===== src/rtl/program_loader.sv =====
// Boot loader: framed byte stream -> word writes at LOAD_BASE.
// Holds the core in reset until the image checksum verifies.
module program_loader #(
  parameter int MEM_WIDTH = 32,
  parameter int MEM_SIZE  = 256,
  parameter int LOAD_BASE = 212
) (
  input  logic                 clk,
  input  logic                 reset,
  input  logic [7:0]           in_data,
  input  logic                 in_valid,
  output logic                 in_ready,
  output logic [31:0]          mem_addr,
  output logic                 mem_write_en,
  output logic [MEM_WIDTH-1:0] mem_write_val,
  output logic                 core_reset,
  output logic                 load_done,
  output logic                 load_error
);

  localparam logic [15:0] MAX_WORDS = 16'(MEM_SIZE - LOAD_BASE);

  typedef enum logic [2:0] {
    LEN_HI,
    LEN_LO,
    DATA,
    CSUM,
    DONE,
    ERROR
  } state_t;

  state_t      state;
  logic [15:0] len;
  logic [15:0] widx;
  logic [1:0]  bcnt;
  logic [23:0] acc;
  logic [7:0]  sum;

  logic        take;
  logic [15:0] len_full;
  logic [15:0] widx_next;

  assign in_ready = !reset &&
    (state inside {LEN_HI, LEN_LO, DATA, CSUM});
  assign take      = in_valid && in_ready;
  assign len_full  = {len[15:8], in_data};
  assign widx_next = widx + 16'd1;

  always_ff @(posedge clk) begin
    if (reset) begin
      state         <= LEN_HI;
      len           <= '0;
      widx          <= '0;
      bcnt          <= '0;
      acc           <= '0;
      sum           <= '0;
      mem_addr      <= '0;
      mem_write_en  <= 1'b0;
      mem_write_val <= '0;
      core_reset    <= 1'b1;
      load_done     <= 1'b0;
      load_error    <= 1'b0;
    end else begin
      mem_write_en <= 1'b0;
      if (take) begin
        unique case (state)
          LEN_HI: begin
            len[15:8] <= in_data;
            sum       <= sum + in_data;
            state     <= LEN_LO;
          end
          LEN_LO: begin
            len[7:0] <= in_data;
            sum      <= sum + in_data;
            if (len_full > MAX_WORDS) begin
              state      <= ERROR;
              load_error <= 1'b1;
            end else if (len_full == 16'd0) begin
              state <= CSUM;
            end else begin
              state <= DATA;
            end
          end
          DATA: begin
            sum  <= sum + in_data;
            bcnt <= bcnt + 2'd1;
            if (bcnt == 2'd3) begin
              mem_write_val <= {acc, in_data};
              mem_addr      <= 32'(LOAD_BASE) + {16'd0, widx};
              mem_write_en  <= 1'b1;
              widx          <= widx_next;
              if (widx_next == len)
                state <= CSUM;
            end else begin
              acc <= {acc[15:0], in_data};
            end
          end
          CSUM: begin
            if (in_data == sum) begin
              state      <= DONE;
              load_done  <= 1'b1;
              core_reset <= 1'b0;
            end else begin
              state      <= ERROR;
              load_error <= 1'b1;
            end
          end
          default: state <= state;
        endcase
      end
    end
  end

endmodule


===== config.mk =====
export PLATFORM = sky130hd
export DESIGN_NAME = program_loader
export DESIGN_NICKNAME = d
export VERILOG_FILES = /design/src/rtl/program_loader.sv
export SDC_FILE = /design/constraint.sdc
export NUM_CORES = 1
export LEC_CHECK = 0
export CAP_MARGIN = 20
export CORE_MARGIN = 2
export CORE_UTILIZATION = 30
export CTS_BUF_LIST = sky130_fd_sc_hd__clkbuf_16
export DETAILED_ROUTE_END_ITERATION = 8
export PLACE_DENSITY = 0.45
export SLEW_MARGIN = 20
export SYNTH_ARGS = -nofsm -noshare
export SYNTH_HDL_FRONTEND = slang
export SYNTH_SLANG_ARGS = --single-unit
export TNS_END_PERCENT = 1

===== constraint.sdc =====
create_clock -name clk -period 3.6 [get_ports clk]
set_clock_uncertainty 0.15 [all_clocks]
set_input_delay 0.72 -clock clk [delete_from_list [all_inputs] [get_ports clk]]
set_output_delay 0.72 -clock clk [all_outputs]
set_load 0.02 [all_outputs]

[Word-level counts from Yosys, hierarchy flattened]
Cells that the tools add are included.
Storage, ports and cells
  flip-flop bits (word level): 137
  latch bits: 0
  memory bits (writable): 0
  memory bits (read-only): 0
  input port bits: 11
  output and inout port bits: 69
  word-level logic and storage cells: 59
  memories kept: 0
Cells by class
  add/sub/neg operators: 4
  $mul: 0
  div/mod/pow operators: 0
  magnitude comparators: 1
  equal/unequal tests: 10
  shift operators: 0
  muxes and demuxes: 10
  bitwise gates (word level): 3
  reduce and logical (&&, ||, !) cells: 18
Operator list (number)
  adder 8 x 16 -> 17 bit, first input constant: 1
  adder 16 x 1 -> 16 bit, second input constant: 1
  == test 16 bit: 1
  > comparator 16 x 6 -> 1 bit, second input constant: 1
  zero test 16 bit: 1
  case mux 3 bit (4 select lines): 1
  2-to-1 mux 3 bit: 3
  AND reduction 3 bit: 3
  adder 8 bit: 1
  == test 8 bit: 1
  AND reduction 2 bit: 4
  AND reduction 4 bit: 2
  == test 3 x 2 -> 1 bit, second input constant: 2
  != test 2 x 1 -> 1 bit, second input constant: 3
  OR reduction 3 bit: 2
  2-to-1 mux 1 bit: 5
  nonzero test 4 bit: 1
  == test 3 x 1 -> 1 bit, second input constant: 1
  zero test 3 bit: 1
  NOT 1 bit: 3
  adder 2 x 1 -> 2 bit, second input constant: 1
  == test 2 bit, second input constant: 1
  logical AND 1 bit: 2
  != test 2 bit, second input constant: 1
  3 further kinds: 3

[Depth between registers and ports, before layout]
Gate-level depths: netlist of the first run.
  depth after elaboration: 6
  depth in mapped cells: 9
  gate-level depth less buffers: 9

[Least setup slack after synthesis of the first run]
Ideal clock, no wire load.
  path kind: input -> output
  from: in reset
  to: out in_ready
  arrival time: 1.550 ns
  data required time: 2.730 ns
  slack: 1.180 ns
  stages on the path: 4
  buffers on the path: 3
  cells stage by stage: buf_4 -> clkbuf_1 -> clkbuf_1 -> nor2_1
On the way
  longest elaborated chain between the ends: 2
RTL lines
  from (decl): RTL line 9  | input logic reset,
  zero test 1 bit: RTL line 43  | assign in_ready = !reset &&
  logical AND 1 bit: RTL line 43
  to (decl): RTL line 12  | output logic in_ready,
Every way passes these cells.

[Worst setup path after layout of the first run]
  from: in in_data[1]
  to: reg sum[7]
On the way
  longest elaborated chain between the ends: 1
RTL lines
  from (decl): RTL line 10  | input logic [7:0] in_data,
  adder 8 bit: RTL line 69, 74, 85
  to (signal assigned): RTL line 69  | sum <= sum + in_data;
  to (signal assigned): RTL line 74  | sum <= sum + in_data;
  to (signal assigned): RTL line 85  | sum <= sum + in_data;
  to (decl): RTL line 37  | logic [7:0] sum;
Every way passes these cells.
A chain may end at the register's enable or synchronous reset.

==> results of run 1 <==
-- through the flow --
stage,instances,worst slack [ns],power [mW],hold slack (ns),util
2_1_floorplan,703,1.180,1.555,0.2821,-
3_3_place_gp,943,0.4485,1.592,0.2923,0.3469
3_5_place_dp,943,0.3268,1.595,0.2981,0.3469
4_1_cts,974,0.7650,3.269,0.3060,0.3786
5_1_grt,974,0.5727,3.362,0.3230,0.3786
6_report,974,0.7541,3.232,0.3034,0.3786
-- cells in the mapped netlist (all sizes together), types with 2 or more instances --
library cell and instances:
o21ai 8, a311oi 2, xor2 18, nor3 11, xnor2 32, nand4 7, ha 11, a21boi 2
and4 4, nor4 7, o211ai 3, inv 10, mux2i 15, or3 9, a211oi 9, o21a 4
a21oi 85, and3 3, a31oi 2, or4 3, dfxtp 122, buf 35, a21o 3, nand2 157
nor2b 2, clkbuf 25, nand3 14, nor2 67
-- layout by cell type (no fill, tap or decap), types with 4 or more instances in the layout --
cell type        Yosys  layout
xor2_1              18      18
nor3_1              11      11
ha_1                11      11
dfxtp_1            122     122
o21ai_0              6       6
clkinvlp_4           0       4
inv_1                9       9
buf_4               18       8
xnor2_1             32      32
a21oi_1             85      85
conb_1               1      15
clkdlybuf4s50_1      0      63
nand3_1             12      12
clkbuf_16            0      17
a211oi_1             9       9
nor2_1              65      65
or3_1                9       9
nand4_1              6       6
o21a_1               4       4
nor4_1               7       7
mux2i_1             15      15
nand2_1            156     156
-- cell families after synthesis --
kind of cell               share of synthesized area
and+or+nand+nor                               0.2330
AOI/OAI and AO/OA                             0.1303
DFF                                           0.4356
buffers and inverters                        0.06739
xor gates and xnor gates                     0.07811
muxes                                        0.02678
adders and majority gates                    0.02812
other                                      0.0006689
-- metal layers --
layer / wire length [µm] / GRT usage / vias up
met3: 652 / 0.04586 / 18
li1: - / - / 2373
met2: 6122 / 0.2218 / 103
met4: 197 / 0.05263 / 0
met1: 7202 / 0.2075 / 2158
met5: 0 / 0 / -
-- state kept, by name (all words and copies together), names as in the netlist --
register and cells:
sum 8, load_done 1, mem_write_val 32, widx 16
core_reset 1, len 16, mem_addr 17, mem_write_en 1
state 3, acc 24, bcnt 2, load_error 1
-- worst max path at each step --
| stage | to | slack [ns] |
|---|---|---|
| after floorplan | in_ready | 1.18 |
| after global placement | sum[7] | 0.45 |
| after detailed placement | sum[7] | 0.33 |
| after CTS | sum[7] | 0.77 |
| after global routing | sum[7] | 0.57 |
| final | sum[7] | 0.75 |
-- power groups by stage --
| stage | Sequential, mW | Combinational [mW] | Clock, mW |
|---|---|---|---|
| 2_1_floorplan | 1.41 | 0.147 | 0 |
| 5_1_grt | 1.39 | 0.201 | 1.77 |
| 3_3_place_gp | 1.42 | 0.177 | 0 |
| 4_1_cts | 1.39 | 0.180 | 1.70 |
| 3_5_place_dp | 1.42 | 0.179 | 0 |
| 6_report | 1.39 | 0.178 | 1.67 |
-- layout make-up --
type | count | area (µm²)
clock inverters | 14 | 148.9
clock buffers | 17 | 425.4
fillers | 1904 | 11280
flip-flops and latches | 122 | 2442
repair buffers | 71 | 690.7
inverters | 10 | 37.54
multi-input cells | 511 | 2839
well taps | 229 | 286.5
-- worst max-delay path, stage by stage --
cell and delay [ns]:
clkdlybuf4s50_1 0.64, ha_1 0.30, a21oi_1 0.21, o21ai_1 0.11, a2111oi_0 0.54, o211ai_1 0.20
a21o_1 0.21, a21oi_1 0.12
==> impl_metrics.csv, run 1 <==
group,metric,value,unit
yosys,ys_top_cells_by_area,"dfxtp_1 (44%), nand2_1 (10%), a21oi_1 (7.6%)",
clock_tree,cts.sinks,122,
min_path,holdPathEnd,"mem_addr[6]",
min_path,hp-start,"mem_addr[6]",
setup_path,cp-end-kind,"flip-flop",
timing,post-route-min-period,2.846,ns
yosys,postSynthAreaPerCell,8.137,µm²
yosys,synth_top_area_frac,0.4356,
clock_tree,cts_buffers,17,
setup_path,crit_type,"input port to flip-flop",
setup_path,r2r-start,"widx[4]",
setup_path,required,3.80,ns
clock_tree,cts_hold_buf,0,
power,intPower,2.452,mW
setup_path,setup.worst_path.start,"in_data[1]",
yosys,synth_ff_type,"dfxtp_1",
timing,setup_viol,0,
global_routing,grtUsageTotal,0.1501,
yosys,synth.largest_area_cell,"dfxtp_1",
cells_and_area,layout-drive-gt1-share,0.06577,
timing,drv_slew,0,
place,gp_congestion,0.8065,
yosys,ys_ff_latch,122,
floorplan,start_util,0.3089,
yosys,synthDistinctLibCells,58,
cells_and_area,areaGrowthSynthToFinish,22.54,%
floorplan,die_area,19800,µm²
cells_and_area,nets,756,
drt,wirelength,14170,µm
power,powerDensity,470.5,nW/µm²
setup_path,critPathArrivalTime,3.04,ns
clock_tree,path_clk_slew,0.06,ns
clock_tree,clk_latency,0.42,ns
drt,wl_per_cell,14.55,µm
drt,vias_per_cell,4.776,
cells_and_area,antenna_cells,0,
power,combPwrFrac,0.055,
timing,worst_pin_slew,1.000,ns
yosys,ys_seq_area_frac,0.4356,
yosys,synth_edf_count,0,
setup_path,crit_fanout,7,
min_path,min_path_cells,2,
power,pwr-share-clk,0.516,
clock_tree,cts_root_buffer,"clkbuf_16",
flow_run,drv_cap,0,
drt,route.detailed.drc,0,
clock_tree,cts_tree,"done",
timing,rsz0062_at_grt,"no",
clock_tree,clk_path_buf_depth,2,
drt,drt_iter0_drc,301,
place,port_buffers,64,
power,pwr-share-seq,0.429,
global_routing,antenna_found_initial,0,
place,dp_hpwl,9655,µm
floorplan,dieHeight,140.7,µm
drt,final_antenna_net_count,0,
yosys,ys.warnings.count,0,
floorplan,fp-row-count,49,
setup_path,cp-start-kind,"input port",
power,p_switching,0.7805,mW
yosys,synthArstFlopShare,0,
floorplan,io_pins,80,
clock_tree,cts_setup_buffers,0,
global_routing,grt_max_degree,95,
timing,final_hold_viol_count,0,
yosys,synthesis.area,5607,µm²
setup_path,r2r_end,"state[0]",
power,irDropWorstVdd,0.3249,mV
place,placed_area,6296,µm²
drt,drt-pass1-iter-count,4,
global_routing,grt_pass1_vias,4599,
timing,slew_headroom,0.3332,
clock_tree,cts_resized,0,
global_routing,overflow,0,
drt,vias,4652,
cells_and_area,postLayoutCellArea,6870,µm²
floorplan,core-area,18150,µm²
clock_tree,htree_num_levels,4,
floorplan,die_w,140.7,µm
setup_path,reg2regPathDepth,6,
min_path,min_path_type,"flip-flop to flip-flop",
outcome,outcome,"finished clean",
timing,tns,0,ns
yosys,syn_inst,689,
timing,fmax,351.4,MHz
power,p_sw_frac,0.2415,
power,p_leak,2.398,nW
timing,period_share,0.7905,
setup_path,rrSetupSlack,1.32,ns
global_routing,grt_first_pass_wirelength,23780,µm
(Power assumes the default switching activity.)
==> run 2: changes to the inputs <==
==> constraint.sdc (replaced) <==
create_clock -name clk -period 2.76 [get_ports clk]
set_clock_uncertainty 0.15 [all_clocks]
set_input_delay 0.552 -clock clk [delete_from_list [all_inputs] [get_ports clk]]
set_output_delay 0.552 -clock clk [all_outputs]
set_load 0.02 [all_outputs]
==> impl_metrics.csv, run 2 (synthesized netlist as in run 1, its figures left out) <==
group,metric,value,unit
outcome,outcome,"finished clean",
setup_path,crit_fanout,2,
setup_path,required,2.94,ns
floorplan,dieHeight,140.7,µm
setup_path,crit_slowest_cell,"clkdlybuf4s50_1",
min_path,min_path_type,"input port to flip-flop",
power,p_leak,2.561,nW
floorplan,core-area,18150,µm²
timing,fmax,399.0,MHz
place,dp.cells,966,
global_routing,grt_max_degree,66,
clock_tree,htree_num_levels,4,
clock_tree,cts_setup_buffers,0,
global_routing,grt_pass1_vias,4704,
global_routing,grt_first_pass_wirelength,24460,µm
timing,final_hold_viol_count,0,
cells_and_area,largest_reg_flops,32,
setup_path,cpLargestDelayFamily,"compound AO/OA/AOI/OAI gates",
timing,rsz0062_at_grt,"no",
cells_and_area,final_core_util,0.3935,
drt,wl_per_cell,14.78,µm
clock_tree,cts_root_buffer,"clkbuf_16",
setup_path,cp-start-kind,"input port",
setup_path,critPathArrivalTime,2.68,ns
cells_and_area,antenna_cells,0,
place,dp_hpwl,10420,µm
drt,drt_iter0_drc,280,
flow_run,drv_cap,0,
clock_tree,cts.sinks,122,
floorplan,io_pins,80,
cells_and_area,nFillCells,1862,
floorplan,die_w,140.7,µm
cells_and_area,multi_input_area,2840,µm²
setup_path,crit_type,"input port to flip-flop",
drt,final_antenna_net_count,0,
timing,post-route-min-period,2.506,ns
clock_tree,clk_latency,0.42,ns
global_routing,antenna_found_initial,0,
cells_and_area,largest-register,"mem_write_val",
timing,setup_viol,0,
drt,vias_per_cell,4.816,
drt,vias,4806,
timing,worst_pin_slew,0.6878,ns
place,gp_congestion,0.8605,
cells_and_area,areaGrowthSynthToFinish,27.36,%
cells_and_area,regArea,2442,µm²
cells_and_area,layout-drive-gt1-share,0.08973,
timing,holdWs,0.2457,ns
clock_tree,cts_hold_buf,0,
place,pre_cts_ws,-0.1755,ns
timing,period_share,0.9081,
floorplan,start_util,0.3089,
drt,route.detailed.drc,0,
floorplan,fp-row-count,49,
clock_tree,cts_resized,0,
place,port_buffers,64,
clock_tree,clk_path_buf_depth,2,
setup_path,max_stage_delay,0.49,ns
setup_path,crit_chain,"clkdlybuf4s50_1 -> ha_1 -> inv_1 -> fa_1 -> nor2b_1 -> o21ai_0 -> a21boi_0 -> o21a_1 -> nor3_1 -> o31ai_1",
clock_tree,cts_tree,"done",
global_routing,overflow,0,
clock_tree,path_clk_slew,0.06,ns
cells_and_area,top_regs,"mem_write_val: 32 flops, acc: 24 flops, mem_addr: 17 flops",
timing,slew_headroom,0.5415,
timing,drv_slew,0,
cells_and_area,postLayoutCellArea,7141,µm²
power,powerDensity,626.3,nW/µm²
drt,drt-pass1-iter-count,6,
place,placed_area,6506,µm²
cells_and_area,nets,779,
global_routing,grtUsageTotal,0.1547,
cells_and_area,fin_cells,998,
cells_and_area,final_common_cell,"nand2_1",
clock_tree,cts_buffers,17,
drt,wirelength,14750,µm
floorplan,die_area,19800,µm²
cells_and_area,mostFrequentLayoutCells,"nand2_1 (156), dfxtp_1 (122), a21oi_1 (85)",
setup_path,cp-end-kind,"flip-flop",
setup_path,critical_path_buf_inv_count,2,
power,irDropWorstVdd,0.4511,mV
timing,setup_slack,0.2537,ns
run 2: changes by cell type in the layout (fill, tap and decap cells not counted), sizes merged:
cell,before,now
bufinv,2,5
buf,8,31
clkinvlp,4,2
run 2: path summary, 6_finish.rpt:
check | start | to | slack (ns) | cells after the start
worst min register to register | mem_addr[3] | mem_addr[3] | 0.30 | 2
worst max-delay path | in_data[0] | sum[6] | 0.25 | 10
worst max register to register | sum[0] | sum[6] | 0.54 | 9
worst min-delay path | reset | load_done | 0.25 | 2
run 2: area by class of cell:
type | instances | share of cell area
sequential | 122 | 0.3420
clock inverter | 15 | 0.02909
clock buffer | 17 | 0.05958
timing repair buffer | 94 | 0.1262
tap | 229 | 0.04013
multi-input combinational | 511 | 0.3978
inverter | 10 | 0.005257
run 2: per-layer routing:
| metal | share of wire | routed length [µm] | vias to the layer above | global-route usage |
|---|---|---|---|---|
| li1 | - | - | 2422 | - |
| met1 | 0.48 | 7089 | 2253 | 0.2082 |
| met2 | 0.45 | 6668 | 118 | 0.2449 |
| met3 | 0.058 | 853 | 13 | 0.04416 |
| met4 | 0.0094 | 138 | 0 | 0.03947 |
| met5 | 0 | 0 | - | 0 |
run 2: stage by stage:
stage	TNS [ns]	power [mW]
after floorplan	0	2.028
after global placement	-0.1587	2.109
after detailed placement	-0.2962	2.112
after CTS	0	4.521
after global routing	0	4.639
final	0	4.472
run 2: report_power, final:
part	switching (mW)	internal [mW]	total, mW	leakage (nW)
clock	0.812	1.59	2.40	0.310
combinational	0.155	0.111	0.267	1.27
sequential	0.0226	1.78	1.81	0.985
total	0.990	3.48	4.47	2.56
